[src/rtl/sgf_division.sv]
// Restoring bit-serial significand divider.
// One quotient bit per cycle; divide-by-zero bypasses the iteration.
module sgf_division #(
  parameter int SW = 24
) (
  input  logic          clk,
  input  logic          rst,
  input  logic          start_i,
  input  logic [SW-1:0] Data_A_i,
  input  logic [SW-1:0] Data_B_i,
  output logic          busy_o,
  output logic          ready_o,
  output logic [SW+1:0] sgf_result_o,
  output logic          sticky_o,
  output logic          dz_o
);

  localparam int CW = $clog2(SW + 2);

  typedef enum logic [1:0] {
    IDLE,
    CALC,
    DONE
  } state_t;

  state_t        r_state;
  state_t        w_next;
  logic [SW:0]   r_rem;
  logic [SW:0]   r_div;
  logic [SW+1:0] r_quo;
  logic [SW+1:0] r_res;
  logic [CW-1:0] r_cnt;
  logic          r_sticky;
  logic          r_dz;

  logic          w_q;
  logic [SW:0]   w_diff;
  logic [SW:0]   w_rem_nxt;
  logic          w_last;
  logic          w_bzero;

  assign w_q       = (r_rem >= r_div);
  assign w_diff    = w_q ? (r_rem - r_div) : r_rem;
  assign w_rem_nxt = {w_diff[SW-1:0], 1'b0};
  assign w_last    = (r_cnt == CW'(SW + 1));
  assign w_bzero   = (Data_B_i == '0);

  always_ff @(posedge clk or negedge rst) begin
    if (!rst) r_state <= IDLE;
    else      r_state <= w_next;
  end

  always_comb begin
    w_next = r_state;
    unique case (r_state)
      IDLE: begin
        if (start_i) w_next = w_bzero ? DONE : CALC;
      end
      CALC: begin
        if (w_last) w_next = DONE;
      end
      DONE:    w_next = IDLE;
      default: w_next = IDLE;
    endcase
  end

  // Results are only rewritten on acceptance (dz) or on the last step,
  // so they hold from ready_o until the next accepted start.
  always_ff @(posedge clk or negedge rst) begin
    if (!rst) begin
      r_rem    <= '0;
      r_div    <= '0;
      r_quo    <= '0;
      r_res    <= '0;
      r_cnt    <= '0;
      r_sticky <= 1'b0;
      r_dz     <= 1'b0;
    end else begin
      unique case (r_state)
        IDLE: begin
          if (start_i) begin
            r_rem <= {1'b0, Data_A_i};
            r_div <= {1'b0, Data_B_i};
            r_quo <= '0;
            r_cnt <= '0;
            r_dz  <= w_bzero;
            if (w_bzero) begin
              r_res    <= '1;
              r_sticky <= 1'b0;
            end
          end
        end
        CALC: begin
          r_rem <= w_rem_nxt;
          r_quo <= {r_quo[SW:0], w_q};
          r_cnt <= r_cnt + CW'(1);
          if (w_last) begin
            r_res    <= {r_quo[SW:0], w_q};
            r_sticky <= |w_diff;
          end
        end
        default: ;
      endcase
    end
  end

  assign busy_o       = (r_state != IDLE);
  assign ready_o      = (r_state == DONE);
  assign sgf_result_o = r_res;
  assign sticky_o     = r_sticky;
  assign dz_o         = r_dz;

endmodule
[config.mk]
export PLATFORM = sky130hd
export DESIGN_NAME = sgf_division
export DESIGN_NICKNAME = d
export VERILOG_FILES = /design/src/rtl/sgf_division.sv
export SDC_FILE = /design/constraint.sdc
export NUM_CORES = 1
export LEC_CHECK = 0
export BUFFER_PORTS_ARGS = -buffer_cell sky130_fd_sc_hd__buf_4
export CAP_MARGIN = 30
export CORE_MARGIN = 2
export CORE_UTILIZATION = 53
export CTS_CLUSTER_DIAMETER = 200
export CTS_CLUSTER_SIZE = 24
export DETAILED_ROUTE_END_ITERATION = 7
export PLACE_DENSITY = 0.77
export SYNTH_ARGS = -nofsm -noshare
export SYNTH_HDL_FRONTEND = slang
export SYNTH_SLANG_ARGS = --single-unit
[constraint.sdc]
create_clock -name clk -period 2.8 [get_ports clk]
set_clock_uncertainty 0.15 [all_clocks]
set_input_delay 0.56 -clock clk [delete_from_list [all_inputs] [get_ports clk]]
set_output_delay 0.56 -clock clk [all_outputs]
set_load 0.05 [all_outputs]
# --- Word level (Yosys, flattened, before mapping) ---
# Cells that the tools add are included.
totals:
  reg_bits: 109
  inputBits: 51
  output_inout_bits: 30
op_classes:
  add_sub_neg: 2
  order_cmp: 1
  eq_ne: 6
  muxes: 19
  n_reduce_logical: 9
op_table:
  columns: ["cell", "count"]
  rows:
  - ["case mux 25 bit (2 select lines)", 2]
  - ["two-way mux 26 bit", 3]
  - ["two-way mux 25 bit", 3]
  - ["case mux 26 bit (2 select lines)", 1]
  - ["greater-or-equal comparator 25 x 24 -> 1 bit", 1]
  - ["OR reduction 25 bit", 1]
  - ["subtractor 25 x 24 -> 25 bit", 1]
  - ["zero test 24 bit", 1]
  - ["case mux 5 bit (2 select lines)", 1]
  - ["two-way mux 2 bit", 3]
  - ["inequality test 2 bit (second input constant)", 3]
  - ["AND reduction 2 bit", 3]
  - ["adder 5 x 1 -> 5 bit (second input constant)", 1]
  - ["== test 5 bit (second input constant)", 1]
  - ["two-way mux 5 bit", 1]
  - ["case mux 2 bit (2 select lines)", 1]
  - ["AND reduction 4 bit", 1]
  - ["nonzero test 2 bit", 2]
  - ["two-way mux 1 bit", 3]
  - ["== test 2 x 1 -> 1 bit (second input constant)", 1]
  - ["== test 2 bit (second input constant)", 1]
  - ["zero test 2 bit", 1]
  - ["case mux 1 bit (2 select lines)", 1]

# --- Logic depth before layout (Yosys ltp) ---
# Gate-level depths: netlist of run 1.
depth:
  depth_word: 5
  depth_mapped: 13
  ltp_nobuf: 13

# --- Least setup slack after synthesis of run 1 ---
# Ideal clock, no wire load.
synth_path:
  path_kind: "register -> register"
  start: "register r_rem[0]"
  end: "register r_sticky, in the netlist sticky_o"
  setup_time_ns: 0.143
  t_arrival_ns: 2.672
  path_slack_ns: -0.165
  stages_incl_launch_ff: 14
  n_path_buf: 0
  period_less_slack_ns: 2.965
  path_cell_list: "dfrtp_1 -> inv_1 -> ha_1 -> inv_1 -> fa_1 -> a21oi_1 -> o2111ai_2 -> a22oi_4 -> a31o_1 -> o21bai_1 -> a21oi_1 -> xnor2_1 -> o41ai_1 -> a41oi_2"
synth_between:
  elab_chain_len: 5
  elab_cells_between_ends: 6
  cone_classes: "add/sub (1); order compare (1); mux (3); reduce/logical (1)"
synth_rtl:
  columns: ["element", "line_no", "source"]
  rows:
  - ["start, declared", "28", "logic [SW:0] r_rem;"]
  - ["start signal, assigned", "82", "r_rem <= {1'b0, Data_A_i};"]
  - ["start signal, assigned", "94", "r_rem <= w_rem_nxt;"]
  - ["subtractor 25 x 24 -> 25 bit / greater-or-equal comparator 25 x 24 -> 1 bit (equally long branches)", "43, 42", null]
  - ["two-way mux 25 bit *", "43", "assign w_diff = w_q ? (r_rem - r_div) : r_rem;"]
  - ["OR reduction 25 bit *", "99", "r_sticky <= |w_diff;"]
  - ["two-way mux 1 bit *", "97", "if (w_last) begin"]
  - ["case mux 1 bit (2 select lines) *", "79", "unique case (r_state)"]
  - ["end signal, assigned", "99", null]
  - ["end, declared", "33", "logic r_sticky;"]
# Mark *: on every way between the ends. The rest lies on a longest branch, timed or not. The select of a mux whose other input is x is not followed.
# A chain may end at the register's enable or synchronous reset.

# --- Worst setup path after layout of run 1 ---
# Same ends and word-level chain as after synthesis.

==> results.json, run 1 <==
{
  "cpMaxStageDelayCell": "o41ai_2",
  "grt_pass1_wl_um": 28000,
  "grt_usage_pct": 28.0,
  "finalHoldViolations": 0,
  "start_util_pct": 54.2,
  "path_common_cell": "inv_2",
  "cts_made_buffers": 9,
  "synth.cell_area_um2": 6190,
  "crit_chain": "inv_2 > ha_4 > inv_2 > fa_2 > a21oi_4 > o211ai_1 > o22ai_1 > o21ai_1 > a21oi_1 > xor2_1 > nand3b_1 > o41ai_2 > a41oi_2",
  "crit_path_end_kind": "register",
  "cpPeakStageDelay_ns": 0.44,
  "async_flop_share_pct": 100,
  "tritoncts": "built",
  "fin_crit_sh_pct": 111,
  "synth_cell_types": 65,
  "drt-total-wl_um": 17100,
  "setup_ws_ns": -0.316,
  "status": "complete, but fails checks",
  "critical_path_required_ns": 2.88,
  "path_max_fanout": 3,
  "clock-root-buffer": "clkbuf_16",
  "crit_type": "register to register",
  "die_h_um": 112,
  "hpwl_um": 12700,
  "clkTransAtPathRegs_ns": 0.08,
  "hold_buffers": 0,
  "synth_edf_count": 0,
  "first_global_vias": 5639,
  "grt_antenna_before_repair": 0,
  "cts.sinks": 109,
  "max-cap-violations": 0,
  "worst_slew_pin_slew_ns": 0.741,
  "final_cell_mix": "buf_4 (176), nand2_1 (115), dfrtp_1 (108)",
  "period_needed_ns": 3.12,
  "ant_nets": 0,
  "min_path_type": "input port to async pin",
  "dieArea_um2": 12600,
  "layout_commonest_cell": "buf_4",
  "ys_warn_count": 0,
  "routedWlPerCell_um": 17.1,
  "rsz0062_at_grt": "yes",
  "nets": 930,
  "avgSynthCellArea_um2": 8.86,
  "ioPinCount": 81,
  "avgViaCountPerCell": 5.72,
  "gp_congestion": 0.998,
  "violations": "negative setup slack",
  "ys_seq_elements": 109,
  "ys_seq_area_share_pct": 44.1,
  "start_kind": "register",
  "vias": 5723,
  "fp.coreArea_um2": 11400,
  "h-tree-depth": 3,
  "final-setup-viol-count": 4,
  "die_x_um": 112,
  "synth_cells": 699,
  "crit_buf_inv": 2,
  "fmax_mhz": 321,
  "syn_nets": 777,
  "synth_ff_type": "dfrtp_1",
  "clock_latency_ns": 0.36,
  "crit_family": "compound AO/OA/AOI/OAI gates",
  "slew_viol_final": 0,
  "fin_area_um2": 8140,
  "drive_gt1_share_pct": 28.8,
  "grt_max_degree": 66,
  "slew_headroom_pct": 50.4,
  "detail_route.iter0.violations": 389,
  "worstPathArrival_ns": 3.19,
  "drt_first_pass_iters": 8,
  "cts_buffer_depth": 2,
  "io_buffers": 80,
  "antenna_cells": 0,
  "overflow": 0,
  "placed_cell_area_um2": 7570,
  "route.detailed.drc": 0,
  "area_delta_synth_final_pct": 31.5,
  "rows": 39
}
==> area by class of cell <==
| class | instances | area (µm²) |
|---|---|---|
| Clock buffer | 10 | 229 |
| Clock inverter | 6 | 66.3 |
| Fill cell | 913 | 3280 |
| Inverter | 35 | 131 |
| Multi-Input combinational cell | 513 | 3380 |
| Sequential cell | 109 | 2730 |
| Tap cell | 143 | 179 |
| Timing Repair Buffer | 184 | 1430 |
==> state kept, by name, indices dropped and copies added, names as in the netlist <==
register and cells:
r_rem 25, r_cnt 5, sgf_result_o 26, dz_o 1, r_quo 25, r_div 24
r_state 2, sticky_o 1
==> cell usage after synthesis (3+ instances only) <==
cell type	number	area share (%)
and2_1	3	0.30
a21oi_1	23	1.9
dfrtp_1	109	44
inv_1	35	2.1
nor2_1	47	2.9
ha_1	26	5.3
nor3_1	8	0.65
o21a_1	3	0.36
clkbuf_1	30	1.8
a22oi_1	20	2.4
mux2i_1	21	3.4
or3_1	3	0.30
nand2_1	115	7.0
o21bai_1	5	0.61
nand3_1	13	1.1
o21ai_1	24	1.9
o22ai_1	6	0.61
buf_2	7	0.57
nand3b_1	3	0.36
xor2_1	11	1.6
o21ai_0	84	6.8
nand4_1	5	0.51
nor2b_1	9	0.91
nor4_1	11	1.1
a211oi_1	6	0.73
xnor2_1	12	1.7
nand2b_1	3	0.30
buf_1	3	0.18
a21o_1	6	0.73
==> timing repair <==
item | in CTS | in global routing
setup endpoints to repair | 11 | 23
gates resized for setup | 7 | 38
gates cloned | 0 | 0
setup buffers | 2 | 8
pin swaps | 5 | 17
==> worst paths after layout <==
kind / start / endpoint / slack (ns) / depth (start not counted)
setup reg to reg: r_rem[0] / sticky_o / -0.32 / 13
hold / removal: rst / sgf_result_o[13] / 0.06 / 1
hold reg to reg: sgf_result_o[21] / sgf_result_o[21] / 0.33 / 2
min in group clk: Data_B_i[7] / r_div[7] / 0.25 / 3
setup / recovery: r_rem[0] / sticky_o / -0.32 / 13
max in group asynchronous: rst / r_rem[1] / 1.68 / 2
==> per-stage QoR <==
stage / setup slack (ns) / hold WS [ns] / cells / util (%) / setup TNS, ns
final: -0.316 / 0.0557 / 1000 / 71.3 / -0.689
after detailed placement: -0.238 / 0.321 / 974 / 66.3 / -0.538
after floorplan: 0.00667 / 0.114 / 699 / - / 0
after global placement: -0.169 / 0.312 / 974 / 66.3 / -0.245
after global routing: -0.444 / 0.0961 / 1000 / 71.3 / -1.51
after CTS: -0.183 / 0.0697 / 992 / 69.3 / -0.217
==> routing by layer <==
metal	global-route usage (%)	vias up	share of wire [%]
li1	-	2768	-
met1	39.0	2786	46
met2	46.7	149	49
met3	3.02	20	3.8
met4	8.54	0	1.4
met5	0	-	0
==> cells by family (layout without fill, tap and decap cells) <==
family	after synthesis	after routing	synth area share [%]
AND/OR/NAND/NOR	231	231	16.8
XOR/XNOR	23	23	3.25
multiplexers	23	23	3.76
buffers and inverters	77	235	4.93
adder cells (fa/ha/maj)	27	27	5.58
flip-flops	109	109	44.1
AO/OA/AOI/OAI	209	209	21.6
Power of run 1 is left out: the tool's default activity adds up to more than one toggle a clock period on the data nets, which glitch-free logic cannot reach.
==> run 2: changes to the inputs <==
--- a/config.mk
+++ b/config.mk
@@ -12,6 +12,7 @@
 export CTS_CLUSTER_DIAMETER = 200
 export CTS_CLUSTER_SIZE = 24
 export DETAILED_ROUTE_END_ITERATION = 7
+export MAX_ROUTING_LAYER = met4
 export PLACE_DENSITY = 0.77
 export SYNTH_ARGS = -nofsm -noshare
 export SYNTH_HDL_FRONTEND = slang
==> results.json, run 2 (synthesized netlist as in run 1, its figures left out) <==
{
  "crit_type": "register to register",
  "drt-total-wl_um": 17300,
  "r2r-end": "sticky_o",
  "post-route-util_pct": 71.5,
  "finalHoldViolations": 0,
  "rrSetupSlack_ns": -0.31,
  "status": "complete, but fails checks",
  "ioPinCount": 81,
  "hpwl_um": 12600,
  "max-cap-violations": 0,
  "r2r_start": "r_rem[0]",
  "cts_buffer_depth": 2,
  "drive_gt1_share_pct": 28.7,
  "drt_first_pass_iters": 5,
  "die_h_um": 112,
  "route.detailed.drc": 0,
  "layout_commonest_cell": "buf_4",
  "path_max_fanout": 3,
  "cts_made_buffers": 9,
  "dieArea_um2": 12600,
  "startpoint": "r_rem[0]",
  "antenna_cells": 0,
  "clock-root-buffer": "clkbuf_16",
  "largest_register_ffs": 26,
  "detail_route.iter0.violations": 462,
  "area_delta_synth_final_pct": 31.9,
  "start_kind": "register",
  "rows": 39,
  "period_needed_ns": 3.11,
  "route.met3.wl_um": 620,
  "nets": 930,
  "setup_tns_ns": -0.874,
  "slew_viol_final": 0,
  "slew_headroom_pct": 52.5,
  "fin_crit_sh_pct": 111,
  "gp_congestion": 0.923,
  "h-tree-depth": 3,
  "grt_usage_pct": 29.3,
  "final-setup-viol-count": 14,
  "grt_max_degree": 110,
  "clkTransAtPathRegs_ns": 0.08,
  "vias": 5655,
  "min_path_type": "input port to async pin",
  "routedWlPerCell_um": 17.3,
  "crit_path_end_kind": "register",
  "first_global_vias": 5603,
  "io_buffers": 80,
  "critical_path_required_ns": 2.88,
  "grt_pass1_wl_um": 28500,
  "fmax_mhz": 321,
  "cts.sinks": 109,
  "wl_met2_um": 8320,
  "reg2reg_depth": 13,
  "worst_slew_pin_slew_ns": 0.713,
  "start_util_pct": 54.2,
  "die_x_um": 112,
  "violations": "negative setup slack",
  "avgViaCountPerCell": 5.66,
  "tritoncts": "built",
  "setup_ws_ns": -0.312,
  "grt_antenna_before_repair": 0,
  "final.fill_count": 914,
  "drt-met1-wl_um": 8050,
  "clock_latency_ns": 0.37,
  "endpoint": "sticky_o",
  "ant_nets": 0,
  "fp.coreArea_um2": 11400,
  "overflow": 0,
  "final_cell_mix": "buf_4 (176), nand2_1 (115), dfrtp_1 (108)",
  "routed.top_layer": "met4",
  "worstPathArrival_ns": 3.20,
  "rsz0062_at_grt": "yes"
}
[run 2: final cells by class]
type | instances | area (µm²) | share of cell area [%]
Clock inverter | 7 | 98.8 | 1.21
Sequential cell | 109 | 2730 | 33.4
Clock buffer | 9 | 225 | 2.76
Timing Repair Buffer | 184 | 1440 | 17.6
Inverter | 35 | 131 | 1.61
Multi-Input combinational cell | 513 | 3360 | 41.2
Tap cell | 143 | 179 | 2.19
[run 2: routing by layer]
| metal | GRT usage [%] | vias up |
|---|---|---|
| met5 | - | - |
| met4 | 9.59 | 0 |
| met3 | 3.56 | 21 |
| met2 | 45.7 | 142 |
| met1 | 40.5 | 2728 |
| li1 | - | 2764 |
[run 2: metrics by stage]
| step | setup WS, ns | std cells | cell area (µm²) | hold WS (ns) |
|---|---|---|---|---|
| after floorplan | 0.00667 | 699 | 6200 | 0.114 |
| after global placement | -0.203 | 976 | 7590 | 0.312 |
| after detailed placement | -0.286 | 976 | 7590 | 0.321 |
| after CTS | -0.181 | 995 | 8020 | 0.145 |
| after global routing | -0.443 | 1000 | 8170 | 0.119 |
| final | -0.312 | 1000 | 8170 | 0.0759 |
[run 2: worst max-delay path: stages, from the launching register on]
cell and delay (ns):
dfrtp_1 0.40, inv_2 0.08, ha_4 0.13, inv_2 0.04, fa_2 0.36, a21oi_4 0.21
o211ai_1 0.15, o22ai_2 0.21, o21ai_1 0.09, a21oi_1 0.16, xor2_1 0.23, nand3b_1 0.17
o41ai_2 0.43, a41oi_2 0.15
[run 2: worst min path at each step]
stage / end / slack (ns) / depth (start not counted)
floorplan: dz_o / 0.11 / 0
global route: sgf_result_o[13] / 0.12 / 2
detailed placement: sgf_result_o[19] / 0.32 / 2
finish: sgf_result_o[13] / 0.08 / 2
CTS: sgf_result_o[13] / 0.14 / 2
global placement: sgf_result_o[17] / 0.31 / 2
[run 2: timing repair]
action	CTS	global route
setup buffers	3	5
hold buffers	0	0
pin swaps	18	12
setup endpoints to repair	13	25
gates resized for setup	17	22
Power of run 2 is left out for the same reason.
==> run 3: changes to the inputs <==
--- a/config.mk
+++ b/config.mk
@@ -5,7 +5,7 @@
 export SDC_FILE = /design/constraint.sdc
 export NUM_CORES = 1
 export LEC_CHECK = 0
-export BUFFER_PORTS_ARGS = -buffer_cell sky130_fd_sc_hd__buf_4
+export BUFFER_PORTS_ARGS = -buffer_cell sky130_fd_sc_hd__buf_2
 export CAP_MARGIN = 30
 export CORE_MARGIN = 2
 export CORE_UTILIZATION = 53
@@ -13,7 +13,8 @@
 export CTS_CLUSTER_SIZE = 24
 export DETAILED_ROUTE_END_ITERATION = 7
 export MAX_ROUTING_LAYER = met4
-export PLACE_DENSITY = 0.77
+export PLACE_DENSITY = 0.76
+export SKIP_LAST_GASP = 1
 export SYNTH_ARGS = -nofsm -noshare
 export SYNTH_HDL_FRONTEND = slang
 export SYNTH_SLANG_ARGS = --single-unit
==> results.json, run 3 (synthesized netlist as in run 1, its figures left out) <==
{
  "status": "complete, but fails checks",
  "violations": "negative setup slack",
  "tritoncts": "built",
  "clkTransAtPathRegs_ns": 0.08,
  "reg2reg_depth": 11,
  "grt_pass1_wl_um": 27200,
  "whs_ns": 0.111,
  "routedWlPerCell_um": 16.3,
  "die_x_um": 112,
  "rows": 39,
  "cts.sinks": 109,
  "cts_buffer_depth": 2,
  "drt-total-wl_um": 16500,
  "r2r-end": "sticky_o",
  "clock_latency_ns": 0.36,
  "slew_viol_final": 0,
  "final_cell_mix": "nand2_1 (115), dfrtp_1 (109), buf_4 (107)",
  "fp.coreArea_um2": 11400,
  "min_path_type": "input port to async pin",
  "rsz0062_at_grt": "yes",
  "nets": 937,
  "r2r_start": "r_div[2]",
  "layout_commonest_cell": "nand2_1",
  "grt_usage_pct": 28.0,
  "dieArea_um2": 12600,
  "endpoint": "sticky_o",
  "overflow": 0,
  "crit_path_end_kind": "register",
  "start_kind": "register",
  "final-setup-viol-count": 10,
  "antenna_cells": 0,
  "final.fill_count": 947,
  "start_util_pct": 54.2,
  "grt_max_degree": 110,
  "worst_slew_pin_slew_ns": 0.761,
  "area_delta_synth_final_pct": 27.9,
  "drive_gt1_share_pct": 28.8,
  "clock-root-buffer": "clkbuf_16",
  "setup_tns_ns": -0.444,
  "seq_area_um2": 2730,
  "finalHoldViolations": 0,
  "largest_register_ffs": 26,
  "crit_type": "register to register",
  "critical_path_required_ns": 2.88,
  "setup_ws_ns": -0.182,
  "fmax_mhz": 335,
  "detail_route.iter0.violations": 419,
  "worstPathArrival_ns": 3.06,
  "hold_buffers": 0,
  "max-cap-violations": 0,
  "vias": 5690,
  "route.detailed.drc": 0,
  "period_needed_ns": 2.98,
  "drt_first_pass_iters": 4,
  "gp_congestion": 0.962,
  "cts_made_buffers": 9,
  "h-tree-depth": 3,
  "hpwl_um": 12300,
  "startpoint": "r_div[2]",
  "grt_antenna_before_repair": 0,
  "ant_nets": 0,
  "rrSetupSlack_ns": -0.18,
  "io_buffers": 80,
  "path_max_fanout": 6,
  "ioPinCount": 81,
  "final_cells": 1007,
  "fin_crit_sh_pct": 106,
  "place_inst": 985,
  "avgViaCountPerCell": 5.65,
  "multi_input_area_um2": 3320,
  "die_h_um": 112,
  "first_global_vias": 5579,
  "slew_headroom_pct": 49.3
}
## run 3: metrics by stage
step | util, % | instance area, µm² | setup slack [ns]
after global routing | 69.3 | 7920 | -0.366
after CTS | 68.0 | 7760 | -0.228
after global placement | 65.3 | 7450 | -0.152
final | 69.3 | 7920 | -0.182
after detailed placement | 65.3 | 7450 | -0.212
after floorplan | - | 6200 | 0.00667
## run 3: cell type report
type	instances	area share, %
multi-input combinational	513	41.9
sequential	109	34.5
timing repair buffer	191	16.1
clock buffer	10	2.89
tap	143	2.26
inverter	35	1.66
clock inverter	6	0.727
## run 3: how the worst min path moves through the flow
stage                      from                to  slack [ns]  cells after the start
3_3_place_gp   sgf_result_o[19]  sgf_result_o[19]        0.31                      2
6_report                    rst  sgf_result_o[12]        0.11                      2
2_1_floorplan               rst              dz_o        0.11                      0
5_1_grt                     rst  sgf_result_o[13]        0.16                      2
4_1_cts                     rst  sgf_result_o[12]        0.15                      2
3_5_place_dp   sgf_result_o[11]  sgf_result_o[11]        0.31                      2
## run 3: repair_timing
item / CTS / global route
cloned: 0 / 0
gates resized for setup: 6 / 24
pin swaps: 5 / 15
endpoints found under the setup margin: 12 / 25
setup buffers: 0 / 6
## run 3: critical path, cell delays in order (launching register included)
cell       delay, ns
dfrtp_1         0.36
inv_1           0.10
ha_1            0.33
a21o_1          0.19
a31oi_1         0.18
xnor2_1         0.13
or4b_4          0.54
a2111oi_4       0.20
nand3b_1        0.14
nor4_2          0.19
a41o_1          0.22
a41oi_2         0.12
## run 3: layer usage
layer | part of all wire (%) | GRT usage [%] | vias to the layer above
met5 | 0 | - | -
met4 | 1.7 | 7.48 | 0
met3 | 4.2 | 5.13 | 20
met2 | 48 | 44.7 | 137
met1 | 46 | 37.2 | 2751
li1 | - | - | 2782
Power of run 3 is left out for the same reason.
